File: src/rtl/oric_audio_mixer.sv
// ---------------------------------------------------------------------------
// oric_audio_mixer
//
// Purpose:
//   PSG channel mixer for the Oric core with per-channel pan and a master
//   gain. A sample strobe latches NCH unsigned channel levels together with
//   their pan and the gain. The levels are then summed serially, one channel
//   per clock, into left/right accumulators. The sums are scaled by the gain
//   with saturation and presented as left-justified unsigned samples.
//
// Parameters:
//   NCH    number of input channels (1..16)
//   IN_W   width of each channel level
//   OUT_W  output sample width (must be >= ACC_W)
//
// Ports:
//   clk_sys    system clock
//   RESET      synchronous, active-high reset
//   ce_sample  start strobe, sampled on every clk_sys edge
//   ch_in      channel levels, channel k = ch_in[k*IN_W +: IN_W]
//   pan        per channel 2 bits: bit0 feeds left, bit1 feeds right
//   gain       master left-shift 0..3
//   audio_l    left sample, unsigned, left-justified
//   audio_r    right sample, unsigned, left-justified
//   out_valid  one-cycle pulse when audio_l/audio_r update
//   busy       accumulation in progress
//   overrun    sticky flag: a strobe arrived while busy
// ---------------------------------------------------------------------------
module oric_audio_mixer #(
   parameter int NCH   = 3,
   parameter int IN_W  = 8,
   parameter int OUT_W = 16
) (
   input  logic                clk_sys,
   input  logic                RESET,
   input  logic                ce_sample,
   input  logic [NCH*IN_W-1:0] ch_in,
   input  logic [NCH*2-1:0]    pan,
   input  logic [1:0]          gain,
   output logic [OUT_W-1:0]    audio_l,
   output logic [OUT_W-1:0]    audio_r,
   output logic                out_valid,
   output logic                busy,
   output logic                overrun
);

   localparam int ACC_W = IN_W + $clog2(NCH + 1);
   localparam int IDX_W = (NCH > 1) ? $clog2(NCH) : 1;
   localparam int PAD_W = OUT_W - ACC_W;

   // The output must be wide enough to hold the full accumulator.
   generate
      if (OUT_W < ACC_W) begin : g_width_check
         $error("oric_audio_mixer: OUT_W must be >= ACC_W");
      end
   endgenerate

   typedef enum logic [1:0] {
      IDLE  = 2'd0,
      ACCUM = 2'd1,
      SCALE = 2'd2
   } state_t;

   state_t                state;
   logic [NCH*IN_W-1:0]   ch_shadow;
   logic [NCH*2-1:0]      pan_shadow;
   logic [1:0]            gain_shadow;
   logic [ACC_W-1:0]      acc_l;
   logic [ACC_W-1:0]      acc_r;
   logic [IDX_W-1:0]      idx;
   logic [ACC_W-1:0]      sat_l;
   logic [ACC_W-1:0]      sat_r;
   logic                  out_pending;

   logic [IN_W-1:0]       cur_ch;
   logic [1:0]            cur_pan;
   logic [ACC_W-1:0]      cur_ext;

   // Select the channel currently being accumulated from the shadow copies,
   // so that live input changes never reach an operation in flight.
   always_comb begin
      cur_ch  = ch_shadow[idx*IN_W +: IN_W];
      cur_pan = pan_shadow[idx*2 +: 2];
      cur_ext = {{(ACC_W-IN_W){1'b0}}, cur_ch};
   end

   // Shift by the gain in a wider word; any bit pushed beyond ACC_W means
   // the result no longer fits and clamps to all-ones.
   function automatic logic [ACC_W-1:0] scale_sat(input logic [ACC_W-1:0] a,
                                                  input logic [1:0]       g);
      logic [ACC_W+2:0] s;
      s = {3'b000, a} << g;
      if (|s[ACC_W+2:ACC_W])
         return '1;
      else
         return s[ACC_W-1:0];
   endfunction

   // Left-justify an accumulator-width value into the output width.
   function automatic logic [OUT_W-1:0] justify(input logic [ACC_W-1:0] v);
      logic [OUT_W-1:0] w;
      w = {{PAD_W{1'b0}}, v};
      return w << PAD_W;
   endfunction

   // Main sequencer. SCALE registers the saturated sums and returns to IDLE
   // straight away; the outputs are written from those registers one edge
   // later. This gives the NCH+2 clock strobe-to-output latency while leaving
   // the mixer IDLE (and able to accept a strobe) on the edge the outputs
   // update, so back-to-back strobes at the minimum period are not overruns.
   always_ff @(posedge clk_sys) begin
      if (RESET) begin
         state       <= IDLE;
         ch_shadow   <= '0;
         pan_shadow  <= '0;
         gain_shadow <= '0;
         acc_l       <= '0;
         acc_r       <= '0;
         idx         <= '0;
         sat_l       <= '0;
         sat_r       <= '0;
         out_pending <= 1'b0;
         audio_l     <= '0;
         audio_r     <= '0;
         out_valid   <= 1'b0;
         busy        <= 1'b0;
         overrun     <= 1'b0;
      end else begin
         out_valid <= 1'b0;

         if (out_pending) begin
            audio_l     <= justify(sat_l);
            audio_r     <= justify(sat_r);
            out_valid   <= 1'b1;
            out_pending <= 1'b0;
         end

         case (state)
            IDLE: begin
               if (ce_sample) begin
                  ch_shadow   <= ch_in;
                  pan_shadow  <= pan;
                  gain_shadow <= gain;
                  acc_l       <= '0;
                  acc_r       <= '0;
                  idx         <= '0;
                  busy        <= 1'b1;
                  state       <= ACCUM;
               end
            end

            ACCUM: begin
               if (ce_sample)
                  overrun <= 1'b1;
               if (cur_pan[0])
                  acc_l <= acc_l + cur_ext;
               if (cur_pan[1])
                  acc_r <= acc_r + cur_ext;
               if (idx == IDX_W'(NCH - 1))
                  state <= SCALE;
               else
                  idx <= idx + 1'b1;
            end

            SCALE: begin
               if (ce_sample)
                  overrun <= 1'b1;
               sat_l       <= scale_sat(acc_l, gain_shadow);
               sat_r       <= scale_sat(acc_r, gain_shadow);
               out_pending <= 1'b1;
               busy        <= 1'b0;
               state       <= IDLE;
            end

            default: begin
               state <= IDLE;
               busy  <= 1'b0;
            end
         endcase
      end
   end

endmodule

File: config.mk
export PLATFORM = sky130hd
export DESIGN_NAME = oric_audio_mixer
export DESIGN_NICKNAME = d
export VERILOG_FILES = /design/src/rtl/oric_audio_mixer.sv
export SDC_FILE = /design/constraint.sdc
export NUM_CORES = 1
export LEC_CHECK = 0
export CORE_ASPECT_RATIO = 1.4
export CORE_MARGIN = 4
export CORE_UTILIZATION = 59
export CTS_CLUSTER_SIZE = 16
export DETAILED_ROUTE_END_ITERATION = 7
export HOLD_SLACK_MARGIN = 0.08
export PLACE_DENSITY_LB_ADDON = 0.08
export SYNTH_ARGS = -nofsm -noshare
export SYNTH_HDL_FRONTEND = slang
export SYNTH_SLANG_ARGS = --single-unit
File: constraint.sdc
create_clock -name clk_sys -period 7 [get_ports clk_sys]
set_input_delay 0.7 -clock clk_sys [delete_from_list [all_inputs] [get_ports clk_sys]]
set_output_delay 0.7 -clock clk_sys [all_outputs]
set_load 0.05 [all_outputs]
## Word-level counts from Yosys, hierarchy flattened

Index checks and enable logic that the tools add are counted.

- Flip-flop bits (word level): 100

- Reduce and logical (&&, ||, !) cells: 12
- Bitwise operators: 1
- Eq/ne operators: 8
- Shift-type cells: 4
- $add $sub $neg: 3
- Multiplexer cells: 17

Operator list:

| operator | count |
|---|---|
| 2-to-1 mux 10 bit | 5 |
| case mux 10 bit (2 select lines) | 2 |
| left shift 10 x 2 -> 13 bit | 2 |
| variable part select 24 x 6 -> 8 bit | 1 |
| adder 10 x 8 -> 10 bit | 2 |
| != test 2 bit, second input constant | 5 |
| AND reduction 3 bit | 3 |
| 2-to-1 mux 2 bit | 4 |
| case mux 2 bit (2 select lines) | 2 |
| AND reduction 2 bit | 4 |
| OR reduction 3 bit | 2 |
| variable part select 6 x 4 -> 2 bit | 1 |
| == test 2 bit, second input constant | 2 |
| 2-to-1 mux 1 bit | 3 |
| adder 2 x 1 -> 2 bit, second input constant | 1 |
| == test 2 x 1 -> 1 bit, second input constant | 1 |
| zero test 2 bit | 1 |
| case mux 1 bit (2 select lines) | 1 |
| nonzero test 2 bit | 1 |
| OR reduction 2 bit | 1 |
| inverter 1 bit | 1 |

## Logic depth before layout (Yosys ltp)

- Depth after elaboration: 4
- Gate-level depth with buffers: 12
- Mapped depth without buffers: 12

## Worst setup path after synthesis

Ideal clock, no wire load.

- Path kind: register to register
- Start point: register idx[1]
- End point: register acc_l[9]
- Cell stages (with the launch flop): 13
- Required time: 6.875 ns
- Setup slack: 4.387 ns
- Setup time: 0.125 ns
- Period minus slack after synthesis: 2.613 ns
- Data arrival time: 2.488 ns
- Cell sequence: dfxtp_1 -> buf_4 -> buf_2 -> mux2i_1 -> nor2_1 -> a21oi_1 -> inv_1 -> ha_1 -> a211o_1 -> a211o_1 -> a21oi_1 -> or4_1 -> a21oi_1

- Longest elaborated chain between the ends: 4
- Elaborated cells between the ends (all ways): 7
- Classes of those cells: add/sub: 1; eq/ne: 1; shift: 2; mux: 2; reduce/logical: 1

Ends and longest elaborated chain:

| item | RTL line | text |
|---|---|---|
| start, declared | 70 | `logic [IDX_W-1:0] idx;` |
| start signal, assigned | 162 | `idx <= idx + 1'b1;` |
| variable part select 24 x 6 -> 8 bit | 82 | `cur_ch = ch_shadow[idx*IN_W +: IN_W];` |
| adder 10 x 8 -> 10 bit | 156 | `acc_l <= acc_l + cur_ext;` |
| 2-to-1 mux 10 bit | 155 | `if (cur_pan[0])` |
| case mux 10 bit (2 select lines) | 138 | `case (state)` |
| end signal, assigned | 156 |  |
| end, declared | 68 | `logic [ACC_W-1:0] acc_l;` |

Parallel ways exist; a longest one is shown, timed or not. The select of a mux whose other input is x is not followed.
A chain may end at the register's enable or synchronous reset.

## Final worst setup path

- Start point: register idx[0]
- End point: register acc_r[8]

- Longest elaborated chain between the ends: 4
- Elaborated cells between the ends (all ways): 7
- Classes of those cells: add/sub: 1; eq/ne: 1; shift: 2; mux: 2; reduce/logical: 1

Ends and longest elaborated chain:

| item | RTL line | text |
|---|---|---|
| variable part select 24 x 6 -> 8 bit | 82 |  |
| adder 10 x 8 -> 10 bit | 158 | `acc_r <= acc_r + cur_ext;` |
| 2-to-1 mux 10 bit | 157 | `if (cur_pan[1])` |
| case mux 10 bit (2 select lines) | 138 |  |
| end signal, assigned | 158 |  |
| end, declared | 69 | `logic [ACC_W-1:0] acc_r;` |

Parallel ways exist; a longest one is shown, timed or not. The select of a mux whose other input is x is not followed.

==> results.yml <==
routing:
  ant_nets: 0
  drt_pass1_iterations: 5
  routed_wl_um: 11000
  drt_iter0_markers: 236
  via_per_inst: 5.65
  via_count: 4212
  drcViolationCount: 0
  routedWlPerCell_um: 14.7
worst_setup_path:
  crit_type: "reg -> reg"
  critPathMaxStageDelay_ns: 0.60
  crit_path_cell_trace: "inv_1 > nor2_1 > nand2_1 > o21ai_0 > ha_1 > inv_1 > fa_1 > nand2b_1 > a21oi_1 > o22ai_1 > or3_1 > a21oi_1"
  critPathSlowestCell: "dfxtp_1"
  startpoint_type: "register"
  r2r_cells: 12
  critPathMaxFanout: 15
  crit_path_end_kind: "register"
  critPathRequiredTime_ns: 7.28
  crit_arrival_ns: 3.43
synthesis:
  synth_edf_count: 0
  synth.area.top_cells: "dfxtp_1, a21oi_1, nand2_1"
  ys_seq_area_share_pct: 39.3
  synth.distinct_cells: 41
  synth_area_um2: 5090
  ys_ff_latch: 100
  yosys.area.top_type: "dfxtp_1"
  synth.top_cell.area_share_pct: 39.3
  synth.most_common_cell: "dfxtp_1"
  synth.avg_cell_area_um2: 8.36
  syn_inst: 609
  synth_async_sr_flop_share_pct: 0
  ys.flop_type: "dfxtp_1"
  synth_commonest_cells: "dfxtp_1, nand2_1, a21oi_1, nor2_1, mux2i_1"
  yosysWarnings: 0
pwr:
  vdd_ir_drop_max_v: 0.000184
  p_leak_nw: 2.24
  power_w: 0.00127
  pwr_density_cell_nw_per_um2: 215
layout:
  syn2layout_area_growth_pct: 15.6
  diodes: 0
  final_layout_size_suffix_gt1_share_pct: 5.90
  fin_nets: 697
cts:
  cts.repair.resized: 0
  hold_buffers: 0
  clock_sinks: 100
  htreeDepth: 3
  cts_buffers: 9
  clock_path_buffers: 2
  clk_latency_ns: 0.35
  clkTransAtPathRegs_ns: 0.06
  tritoncts: "built"
  postCtsSetupBuffers: 0
  cts-root-buf: "clkbuf_16"
run:
  drv_cap: 0
floorplan:
  core-area_um2: 8300
  rows: 39
  io_pins: 70
  start_util_pct: 61.4
  die_x_um: 86.5
  die_h_um: 118
  design.die.area_um2: 10200
timing:
  finalHoldViolCount: 0
  fin_crit_ns: 3.16
  whs_ns: 0.453
  worst_pin_slew_ns: 1.13
  fin_skew_ns: 0.00598
  max_freq_ghz: 0.317
  setup_viol: 0
  period_share_pct: 45.1
  rsz0062_at_grt: "no"
  finalSetupTns_ns: 0
  slew_headroom_pct: 24.3
  finalMaxSlewViolations: 0
hold_path:
  min_path_cells: 2
  hp-class: "reg -> reg"
grt:
  grt_overflow: 0
  antenna_found_initial: 0
  grt_use_total_pct: 21.9
  grt_first_pass_wirelength_um: 18300
  grt_pass1_vias: 4055
  grt_max_degree: 103
placed_design:
  gp_congestion: 0.916
  dpl.hpwl_um: 7930
  io_buffers: 57
outcome:
  outcome: "finished clean"
## routing by layer
layer,vias to the layer above,part of all wire (%),track usage (%)
met5,-,0,0
met4,0,4.3,13.6
met3,35,4.0,2.94
met2,107,51,38.4
met1,1932,41,24.2
li1,2138,-,-
## flip-flops by register name, summed over array words and instances (netlist names), 6 cells and up
signal,cells
acc_r,10
acc_l,10
sat_l,10
ch_shadow,24
pan_shadow,6
audio_r,10
audio_l,10
sat_r,10
## layout make-up
class | instances | area, um2
fillers | 698 | 2410
multi-input cells | 455 | 2810
flip-flops and latches | 100 | 2000
clock inverters | 3 | 46.3
clock buffers | 12 | 256
inverters | 13 | 48.8
repair buffers | 61 | 596
well taps | 102 | 128
## worst max-delay path, delay by kind of cell, from the launching register on
family | cells | cell delay (ns)
AND/OR/NAND/NOR | 4 | 0.98
adder cells (fa/ha/maj) | 2 | 0.64
buffers and inverters | 2 | 0.20
flip-flops | 1 | 0.60
AO/OA/AOI/OAI | 4 | 0.66
## final timing paths
check	slack, ns	from	to
min reg2reg	0.45	ch_shadow[18]	ch_shadow[18]
max	3.84	idx[0]	acc_r[8]
max reg2reg	3.84	idx[0]	acc_r[8]
min	0.45	ch_shadow[18]	ch_shadow[18]
## cell families after synthesis
kind of cell / share of synthesized area, %
AND/OR/NAND/NOR: 20.8
AO/OA/AOI/OAI: 15.6
flip-flops: 39.3
buffers and inverters: 6.32
multiplexers: 11.1
adder cells (fa/ha/maj): 5.70
XOR/XNOR: 1.03
other: 0.0737
## power by group
group / total, W / internal [W] / leakage (nW) / switching (W)
clock network: 0.000502 / 0.000295 / 0.145 / 0.000206
registers: 0.000603 / 0.000586 / 0.811 / 0.0000169
logic: 0.000162 / 0.0000587 / 1.29 / 0.000103
total: 0.00127 / 0.000940 / 2.24 / 0.000326
## per-stage QoR
stage | cell area [um2] | utilization (%) | setup WS (ns) | cells
floorplan | 5130 | - | 4.39 | 620
global placement | 5580 | 67.3 | 4.01 | 731
detailed placement | 5580 | 67.3 | 3.89 | 731
CTS | 5890 | 71.0 | 3.86 | 746
global route | 5890 | 71.0 | 3.53 | 746
finish | 5890 | 71.0 | 3.84 | 746
## placed cells by master (no fill, tap or decap), types with 3 or more instances in the layout
cell type	Yosys	final
conb_1	1	12
a211oi_1	4	4
dfxtp_1	100	100
clkdlybuf4s50_1	0	56
nand2_1	97	97
inv_1	13	13
mux2i_1	34	34
a21oi_1	74	74
mux4_2	10	10
nor2b_1	11	11
o22ai_1	5	5
a211o_1	8	8
a21o_1	7	7
xnor2_1	6	6
nor3_1	23	23
and2_1	3	3
buf_4	15	4
nand3_1	8	8
o21ai_0	21	21
nand2b_1	7	7
nand3b_1	4	4
clkbuf_16	0	9
ha_1	20	20
nor2_1	68	68
o211ai_2	4	4
or3_1	6	6
Note: power is estimated with default switching activity, not from simulation.
